## config.mk

```make
export PLATFORM = sky130hd
export DESIGN_NAME = free_list_flat
export DESIGN_NICKNAME = d
export VERILOG_FILES = /design/src/rtl/free_list_if.sv /design/src/rtl/free_list.sv /design/src/flat_wrapper.sv
export SDC_FILE = /design/constraint.sdc
export NUM_CORES = 1
export LEC_CHECK = 0
export CAP_MARGIN = 20
export CORE_MARGIN = 2
export CORE_UTILIZATION = 40
export CTS_BUF_LIST = sky130_fd_sc_hd__clkbuf_8
export CTS_CLUSTER_SIZE = 20
export DETAILED_ROUTE_END_ITERATION = 16
export SLEW_MARGIN = 10
export SYNTH_ARGS = -nofsm -noshare
export SYNTH_HDL_FRONTEND = slang
export SYNTH_SLANG_ARGS = --single-unit
```

## constraint.sdc

```tcl
create_clock -name clock -period 3.8 [get_ports clock]
set_input_delay 0.57 -clock clock [delete_from_list [all_inputs] [get_ports clock]]
set_output_delay 0.57 -clock clock [all_outputs]
set_load 0.02 [all_outputs]
```

## src/rtl/free_list_if.sv

```systemverilog
// Rename-stage port bundle between the map table (master) and the free list (slave).
// FREE_LIST_CHECKPOINT_EN adds the checkpoint/rollback controls.
interface free_list_if #(
    parameter int NUM_PHYS_REG = 64,
    parameter int NUM_GEN_REG  = 32
);
    localparam int FL_SIZE = NUM_PHYS_REG - NUM_GEN_REG;
    localparam int PW      = $clog2(NUM_PHYS_REG);
    localparam int CW      = $clog2(FL_SIZE + 1);

    logic          dispatch_en;
    logic          retire_en;
    logic [PW:0]   retire_reg;
    logic [PW:0]   free_reg;
    logic          free_valid;
    logic [CW-1:0] free_count;
`ifdef FREE_LIST_CHECKPOINT_EN
    logic          checkpoint_en;
    logic          rollback_en;

    modport master (
        output dispatch_en, retire_en, retire_reg, checkpoint_en, rollback_en,
        input  free_reg, free_valid, free_count
    );
    modport slave (
        input  dispatch_en, retire_en, retire_reg, checkpoint_en, rollback_en,
        output free_reg, free_valid, free_count
    );
`else
    modport master (
        output dispatch_en, retire_en, retire_reg,
        input  free_reg, free_valid, free_count
    );
    modport slave (
        input  dispatch_en, retire_en, retire_reg,
        output free_reg, free_valid, free_count
    );
`endif
endinterface

```

## src/rtl/free_list.sv

```systemverilog
// Circular FIFO of free physical register tags: pops at dispatch, pushes at retire.
// Defining FREE_LIST_CHECKPOINT_EN adds a one-deep head-pointer checkpoint for mispredict rollback.
module free_list #(
    parameter int NUM_PHYS_REG = 64,
    parameter int NUM_GEN_REG  = 32
) (
    input  logic         clock,
    input  logic         reset,
    free_list_if.slave   fl
);
    localparam int FL_SIZE = NUM_PHYS_REG - NUM_GEN_REG;
    localparam int PW      = $clog2(NUM_PHYS_REG);
    localparam int IW      = (FL_SIZE > 1) ? $clog2(FL_SIZE) : 1;
    localparam int CW      = $clog2(FL_SIZE + 1);

    typedef struct packed {
        logic          wrap;
        logic [IW-1:0] idx;
    } ptr_t;

    function automatic ptr_t ptr_inc(input ptr_t p);
        ptr_t n;
        n = p;
        if (p.idx == IW'(FL_SIZE - 1)) begin
            n.idx  = '0;
            n.wrap = ~p.wrap;
        end else begin
            n.idx = p.idx + 1'b1;
        end
        return n;
    endfunction

    logic [PW-1:0] r_mem [FL_SIZE];
    ptr_t          r_head;
    ptr_t          r_tail;
    ptr_t          w_head_nxt;
    ptr_t          w_tail_nxt;
    logic          w_empty;
    logic          w_full;
    logic          w_pop;
    logic          w_push;
    logic          w_rollback;
    logic          w_unused_ready;

    assign w_empty        = (r_head == r_tail);
    assign w_full         = (r_head.idx == r_tail.idx) && (r_head.wrap != r_tail.wrap);
    assign w_unused_ready = fl.retire_reg[PW];

`ifdef FREE_LIST_CHECKPOINT_EN
    ptr_t r_ckpt;
    ptr_t w_ckpt_nxt;
    assign w_rollback = fl.rollback_en;
`else
    assign w_rollback = 1'b0;
`endif

    // NOTE: every always_comb output gets a default before any branch, so no path leaves it unassigned (no latch).
    always_comb begin
        w_pop      = fl.dispatch_en && !w_empty;
        // A full list still accepts a push when the head slot is vacated in the same cycle.
        w_push     = fl.retire_en && (!w_full || (w_pop && !w_rollback));
        w_head_nxt = w_pop  ? ptr_inc(r_head) : r_head;
        w_tail_nxt = w_push ? ptr_inc(r_tail) : r_tail;
`ifdef FREE_LIST_CHECKPOINT_EN
        w_ckpt_nxt = r_ckpt;
        if (fl.rollback_en) begin
            w_head_nxt = r_ckpt;
        end else if (fl.checkpoint_en) begin
            w_ckpt_nxt = w_head_nxt;
        end
`endif
    end

    // NOTE: sequential state uses non-blocking assignments so every flop samples pre-edge values.
    always_ff @(posedge clock or negedge reset) begin
        if (!reset) begin
            r_head <= '{wrap: 1'b0, idx: '0};
            r_tail <= '{wrap: 1'b1, idx: '0};
        end else begin
            r_head <= w_head_nxt;
            r_tail <= w_tail_nxt;
        end
    end

`ifdef FREE_LIST_CHECKPOINT_EN
    always_ff @(posedge clock or negedge reset) begin
        if (!reset) begin
            r_ckpt <= '{wrap: 1'b0, idx: '0};
        end else begin
            r_ckpt <= w_ckpt_nxt;
        end
    end
`endif

    // NOTE: this storage is reset on purpose, since the initial free tags must be present out of reset; it therefore maps to flops, not RAM.
    always_ff @(posedge clock or negedge reset) begin
        if (!reset) begin
            for (int i = 0; i < FL_SIZE; i++) begin
                r_mem[i] <= PW'(NUM_GEN_REG + i);
            end
        end else if (w_push) begin
            r_mem[r_tail.idx] <= fl.retire_reg[PW-1:0];
        end
    end

    // Occupancy is tail - head modulo 2*FL_SIZE, which also holds when FL_SIZE is not a power of two.
    always_comb begin
        if (r_head.wrap == r_tail.wrap) begin
            fl.free_count = CW'(r_tail.idx) - CW'(r_head.idx);
        end else begin
            fl.free_count = CW'(FL_SIZE) - CW'(r_head.idx) + CW'(r_tail.idx);
        end
    end

    assign fl.free_reg   = {1'b0, r_mem[r_head.idx]};
    assign fl.free_valid = !w_empty;

endmodule

```

## src/flat_wrapper.sv

```systemverilog
// flat-port wrapper written by rule: the top's interface ports become plain ports
module free_list_flat 
#(
    parameter int NUM_PHYS_REG = 64,
    parameter int NUM_GEN_REG  = 32
)
  (clock, reset, fl_dispatch_en, fl_retire_en, fl_retire_reg, fl_free_reg, fl_free_valid, fl_free_count);
  free_list_if #(.NUM_PHYS_REG(NUM_PHYS_REG), .NUM_GEN_REG(NUM_GEN_REG)) fl_i ();
  input  logic clock;
  input  logic reset;
  input wire logic [$bits(fl_i.dispatch_en)-1:0] fl_dispatch_en;
  input wire logic [$bits(fl_i.retire_en)-1:0] fl_retire_en;
  input wire logic [$bits(fl_i.retire_reg)-1:0] fl_retire_reg;
  output wire logic [$bits(fl_i.free_reg)-1:0] fl_free_reg;
  output wire logic [$bits(fl_i.free_valid)-1:0] fl_free_valid;
  output wire logic [$bits(fl_i.free_count)-1:0] fl_free_count;
  assign fl_i.dispatch_en = fl_dispatch_en;
  assign fl_i.retire_en = fl_retire_en;
  assign fl_i.retire_reg = fl_retire_reg;
  assign fl_free_reg = fl_i.free_reg;
  assign fl_free_valid = fl_i.free_valid;
  assign fl_free_count = fl_i.free_count;
  free_list #(.NUM_PHYS_REG(NUM_PHYS_REG), .NUM_GEN_REG(NUM_GEN_REG)) u_core (.clock(clock), .reset(reset), .fl(fl_i));
endmodule
```

==> results of run 1 <==
## registers in the layout, summed over array words and instances, names as in the netlist
| signal | flops |
|---|---|
| u_core.r_tail | 6 |
| u_core.r_head | 6 |
| u_core.r_mem | 192 |
## path summary, 6_finish.rpt
path                                   start                 to  slack (ps)  cells past startpoint
max                         u_core.r_head[1]     fl_free_reg[1]          40                      5
min                                    reset  u_core.r_mem[176]         110                      1
max reg2reg                 u_core.r_head[0]   u_core.r_mem[32]         920                      6
min reg2reg                u_core.r_mem[109]  u_core.r_mem[109]         500                      1
max in group asynchronous              reset   u_core.r_mem[52]        2660                      2
min in group clock         u_core.r_mem[109]  u_core.r_mem[109]         500                      1
## cell usage after synthesis, drive strengths merged (2+ instances only)
master  instances
nand2b          3
xor2            3
o22ai          24
buf             7
ha             12
a31oi           2
dfrtp          91
xnor2           3
a41oi           4
nand3b          3
a21oi           3
o31ai           2
mux4           48
dfstp         113
nor3b           3
inv            14
a41o            4
nand2          22
o21ai           5
nor4            7
nand3          12
nor2           23
clkbuf         31
mux2          197
and3            4
## power groups by stage
stage	clock, uW	sequential, uW	combinational [uW]
2_1_floorplan	0	3700	2690
3_3_place_gp	0	3870	3710
3_5_place_dp	0	3970	3820
4_1_cts	2040	3930	3830
5_1_grt	2150	4050	4110
6_report	1990	3920	3850
## area by class of cell
class | instances | share of cell area
clock buffers | 47 | 0.05736
clock inverters | 19 | 0.007212
inverters | 14 | 0.004660
multi-input cells | 397 | 0.3796
flip-flops and latches | 204 | 0.4657
well taps | 324 | 0.03595
repair buffers | 59 | 0.04959
## worst max-delay path: cells and delay by family, from the launching register on
family                 cells  cell delay, ps
buffers and inverters      2            1090
AND/OR/NAND/NOR            1             630
flip-flops                 1             550
multiplexers               1             270
AO/OA/AOI/OAI              1             100
## per-stage QoR
stage,std cells,hold slack [ps],cell area (um2)
after global placement,991,481.7,10470
after CTS,1058,115.3,11210
after detailed placement,992,489.5,10490
after global routing,1064,151.6,11280
final,1064,107.5,11280
after floorplan,653,274.4,9726
## cell families after synthesis
logic type,share of synthesized area
and+or+nand+nor,0.04053
muxes,0.3393
DFF,0.5394
other,0.0003856
buffers and inverters,0.02110
adders and majority gates,0.01750
AOI/OAI and AO/OA,0.03641
xor gates and xnor gates,0.005404
## routing by layer
metal  wire length (um)  share of wire
met1              10120           0.44
met2              11220           0.49
met3               1041          0.045
met4                628          0.027
met5                  0              0
## timing repair
| action | CTS | global route |
|---|---|---|
| gates resized for setup | 0 | 1 |
| buffers inserted | 0 | 4 |
| hold buffers | 0 | 0 |
| setup endpoints to repair | 0 | 3 |
==> impl_metrics.json, run 1 <==
{
  "crit_arrival_ps": 3190,
  "grt_max_degree": 94,
  "critPathMaxStageDelay_ps": 730,
  "n_antenna_cell": 0,
  "rsz0062_at_grt": "false",
  "async_reset_ff_frac": 1.000,
  "clk-insertion-delay-late_ps": 530,
  "routabilityCongestion": 0.8497,
  "htreeDepth": 2,
  "yosys.area.top_type": "dfstp_2",
  "area_growth_pct": 15.95,
  "ir_worst_vdd_mv": 0.4831,
  "final_util": 0.4678,
  "antenna_found_initial": 0,
  "synth_seq_cells": 204,
  "slowest_stage": "clkdlybuf4s50_1",
  "layout.cells.most_common_list": "197 x mux2_2, 113 x dfstp_2, 89 x dfrtp_1",
  "numCtsBuffers": 36,
  "seqCellArea_um2": 5251,
  "relSlewSlack": 0.5164,
  "io_pins": 25,
  "hold_path_class": "input pin to asynchronous set/reset pin",
  "dr.pass1.iters": 4,
  "swShare": 0.3318,
  "worst_slew_pin_slew_ps": 725.4,
  "synth_top_cell_area_share": 0.3053,
  "hpwl_um": 15260,
  "p_leak_uw": 0.004769,
  "intPower_uw": 6527,
  "synth_cells": 653,
  "p_per_area_nw_per_um2": 866.3,
  "rows": 57,
  "cts_tree": "built",
  "grt_util_met3": 0.03948,
  "crit_fanout": 18,
  "initial_core_util": 0.4035,
  "power_switching_uw": 3242,
  "totalWireLength_um": 23010,
  "grtUsageMet2": 0.2995,
  "syn-num-nets": 677,
  "path_cells": "buf_4 > mux4_2 > o22ai_1 > nor4_1 > clkdlybuf4s50_1",
  "finalHoldViolCount": 0,
  "combPwrFrac": 0.395,
  "status": "finished, final reports clean",
  "layout.nets": 736,
  "ys_seq_area_frac": 0.5394,
  "setup_viol": 0,
  "dr_total_vias": 5850,
  "grt_usage": 0.1832,
  "skew_ps": 23.47,
  "port_buffers": 22,
  "netlist_top_cells_area": "dfstp_2 31%, dfrtp_1 23%, mux2_2 23%, mux4_2 11%, ha_1 1.5%",
  "synth.cell_area_um2": 9726,
  "endpoint_kind": "output port",
  "clkSlewWorstSetupHoldPaths_ps": 60,
  "core-area_um2": 24110,
  "multi_input_area_um2": 4280,
  "drive_above_1_share": 0.6149,
  "power_frac_seq": 0.402,
  "slew_viol_final": 0,
  "first_global_vias": 6276,
  "nFillCells": 2126,
  "synth_edf_count": 0,
  "clockBufferDepth": 3,
  "synthFlopType": "dfstp_2",
  "cts_sinks": 204,
  "ant_nets": 0,
  "crit_type": "flip-flop to output port",
  "setup_ws_ps": 35.73,
  "ys_types": 40,
  "die_w_um": 159.9,
  "grt_overflow_total": 0,
  "drc": 0,
  "cp.required_ps": 3230,
  "avgSynthCellArea_um2": 14.89,
  "yosys_warnings": 0,
  "fp.dieArea_um2": 25580,
  "first_iter_violations": 336,
  "layout_commonest_cell": "mux2_2",
  "grt_use_met1": 0.2423,
  "max_freq_mhz": 265.7,
  "viasPerCell": 5.498,
  "clockPowerShare": 0.204,
  "cp-start-kind": "flip-flop",
  "fp.dieH_um": 159.9,
  "setup_tns_ps": 0,
  "grt_pass1_wl_um": 36140,
  "gr-max-usage-layer": "met2",
  "finalCritPeriodShare": 0.9906,
  "min_period_ps": 3764,
  "post_drt_wl_per_cell_um": 21.62,
  "cts.root.buffer_cell": "clkbuf_8",
  "p_total_uw": 9769,
  "pre_cts_ws_ps": 618.6,
  "cap_violations": 0
}
Note: power is estimated with default switching activity, not from simulation.
==> run 2, diff against run 1 <==
--- a/config.mk
+++ b/config.mk
@@ -6,7 +6,7 @@
 export NUM_CORES = 1
 export LEC_CHECK = 0
 export CAP_MARGIN = 20
-export CORE_MARGIN = 2
+export CORE_MARGIN = 1
 export CORE_UTILIZATION = 40
 export CTS_BUF_LIST = sky130_fd_sc_hd__clkbuf_8
 export CTS_CLUSTER_SIZE = 20
==> impl_metrics.json, run 2 (same netlist as run 1, synthesis figures left out) <==
{
  "status": "finished, final reports clean",
  "cp-start-kind": "flip-flop",
  "first_iter_violations": 362,
  "totalWireLength_um": 22730,
  "die_w_um": 157.9,
  "port_buffers": 22,
  "largest_reg_flops": 192,
  "numCtsBuffers": 37,
  "area_growth_pct": 15.71,
  "dr.pass1.iters": 5,
  "drc": 0,
  "io_pins": 25,
  "core-area_um2": 23680,
  "r2r_cells": 6,
  "endpoint_kind": "output port",
  "grt_max_degree": 99,
  "fp.dieArea_um2": 24940,
  "min_period_ps": 3626,
  "ant_nets": 0,
  "routabilityCongestion": 0.8590,
  "first_global_vias": 6418,
  "layout.cells.most_common_list": "197 x mux2_2, 113 x dfstp_2, 89 x dfrtp_1",
  "cp.required_ps": 3230,
  "r2r-start": "u_core.r_head[0]",
  "antenna_found_initial": 0,
  "worstReg2RegEnd": "u_core.r_mem[43]",
  "layout_commonest_cell": "mux2_2",
  "drive_above_1_share": 0.6134,
  "hold_path_class": "input pin to asynchronous set/reset pin",
  "nFillCells": 2109,
  "place_area_um2": 10460,
  "grt_usage": 0.1949,
  "setup_viol": 0,
  "clockBufferDepth": 3,
  "finalHoldViolCount": 0,
  "cts_tree": "built",
  "relSlewSlack": 0.4734,
  "grt_pass1_wl_um": 36370,
  "largestRegisters": "u_core.r_mem (192), u_core.r_head (6), u_core.r_tail (6)",
  "crit_path_start": "u_core.r_head[1]",
  "setup_tns_ps": 0,
  "largest_register": "u_core.r_mem",
  "reg2reg_slack_ps": 920,
  "holdWs_ps": 130.5,
  "ir_worst_vdd_mv": 0.5721,
  "fp.dieH_um": 157.9,
  "layout.nets": 733,
  "dr_total_vias": 5847,
  "clk-insertion-delay-late_ps": 520,
  "worst_slew_pin_slew_ps": 789.9,
  "p_leak_uw": 0.004752,
  "finalCritPeriodShare": 0.9543,
  "n_antenna_cell": 0,
  "htreeDepth": 2,
  "grt_overflow_total": 0,
  "p_total_uw": 9780,
  "viasPerCell": 5.563,
  "p_per_area_nw_per_um2": 869.1,
  "design_area_um2": 11250,
  "skew_ps": 11.81,
  "cts.root.buffer_cell": "clkbuf_8",
  "post_drt_wl_per_cell_um": 21.62,
  "final_util": 0.4752,
  "crit_arrival_ps": 3060,
  "cts_sinks": 204,
  "hold_buffers": 0,
  "crit_fanout": 25,
  "initial_core_util": 0.4107,
  "crit_type": "flip-flop to output port",
  "cap_violations": 0,
  "rows": 56,
  "hpwl_um": 15080,
  "max_freq_mhz": 275.7,
  "rsz0062_at_grt": "false",
  "slew_viol_final": 0,
  "clkSlewWorstSetupHoldPaths_ps": 60
}
## run 2: cell type report
| type | instances | area, um2 | area share |
|---|---|---|---|
| Sequential cell | 204 | 5254 | 0.4669 |
| Clock buffer | 47 | 646.9 | 0.05748 |
| Timing Repair Buffer | 55 | 541.8 | 0.04814 |
| Inverter | 14 | 52.55 | 0.004670 |
| Clock inverter | 15 | 85.08 | 0.007561 |
| Multi-Input combinational cell | 397 | 4274 | 0.3798 |
| Tap cell | 319 | 399.1 | 0.03547 |
## run 2: critical path, cell delays in order (launching register included)
cell,delay (ps)
dfrtp_4,640
buf_12,240
mux4_2,240
o22ai_1,120
nor4_1,550
clkdlybuf4s50_1,730
## run 2: power breakdown
part	internal, uW	leakage, uW	switching (uW)
sequential	3400	0.00234	599
clock	1170	0.000424	871
combinational	2010	0.00199	1740
## run 2: repair_timing
item / CTS / global route
pin swaps: 0 / 0
resized for setup: 0 / 1
setup buffers: 4 / 0
endpoints found under the setup margin: 1 / 1
## run 2: per-stage QoR
| step | setup slack [ps] | cells |
|---|---|---|
| 5_1_grt | 3.018 | 1051 |
| 4_1_cts | 99.42 | 1049 |
| 3_5_place_dp | 546.3 | 983 |
| 2_1_floorplan | 1119 | 653 |
| 6_report | 173.5 | 1051 |
| 3_3_place_gp | 574.0 | 982 |
## run 2: worst max path at each step
stage                                   end  cells after the start
after global placement     fl_free_count[4]                      8
final                        fl_free_reg[0]                      5
after floorplan           u_core.r_mem[100]                      9
after global routing       fl_free_count[4]                      8
after detailed placement   fl_free_count[4]                      8
after CTS                    fl_free_reg[0]                      5
## run 2: metal layers
layer,vias to the layer above,wire [um],part of all wire,GRT usage
met5,-,0,0,0
met4,0,456,0.020,0.05952
met3,42,1080,0.048,0.03093
met2,130,10880,0.48,0.3182
met1,3109,10310,0.45,0.2670
li1,2566,-,-,-
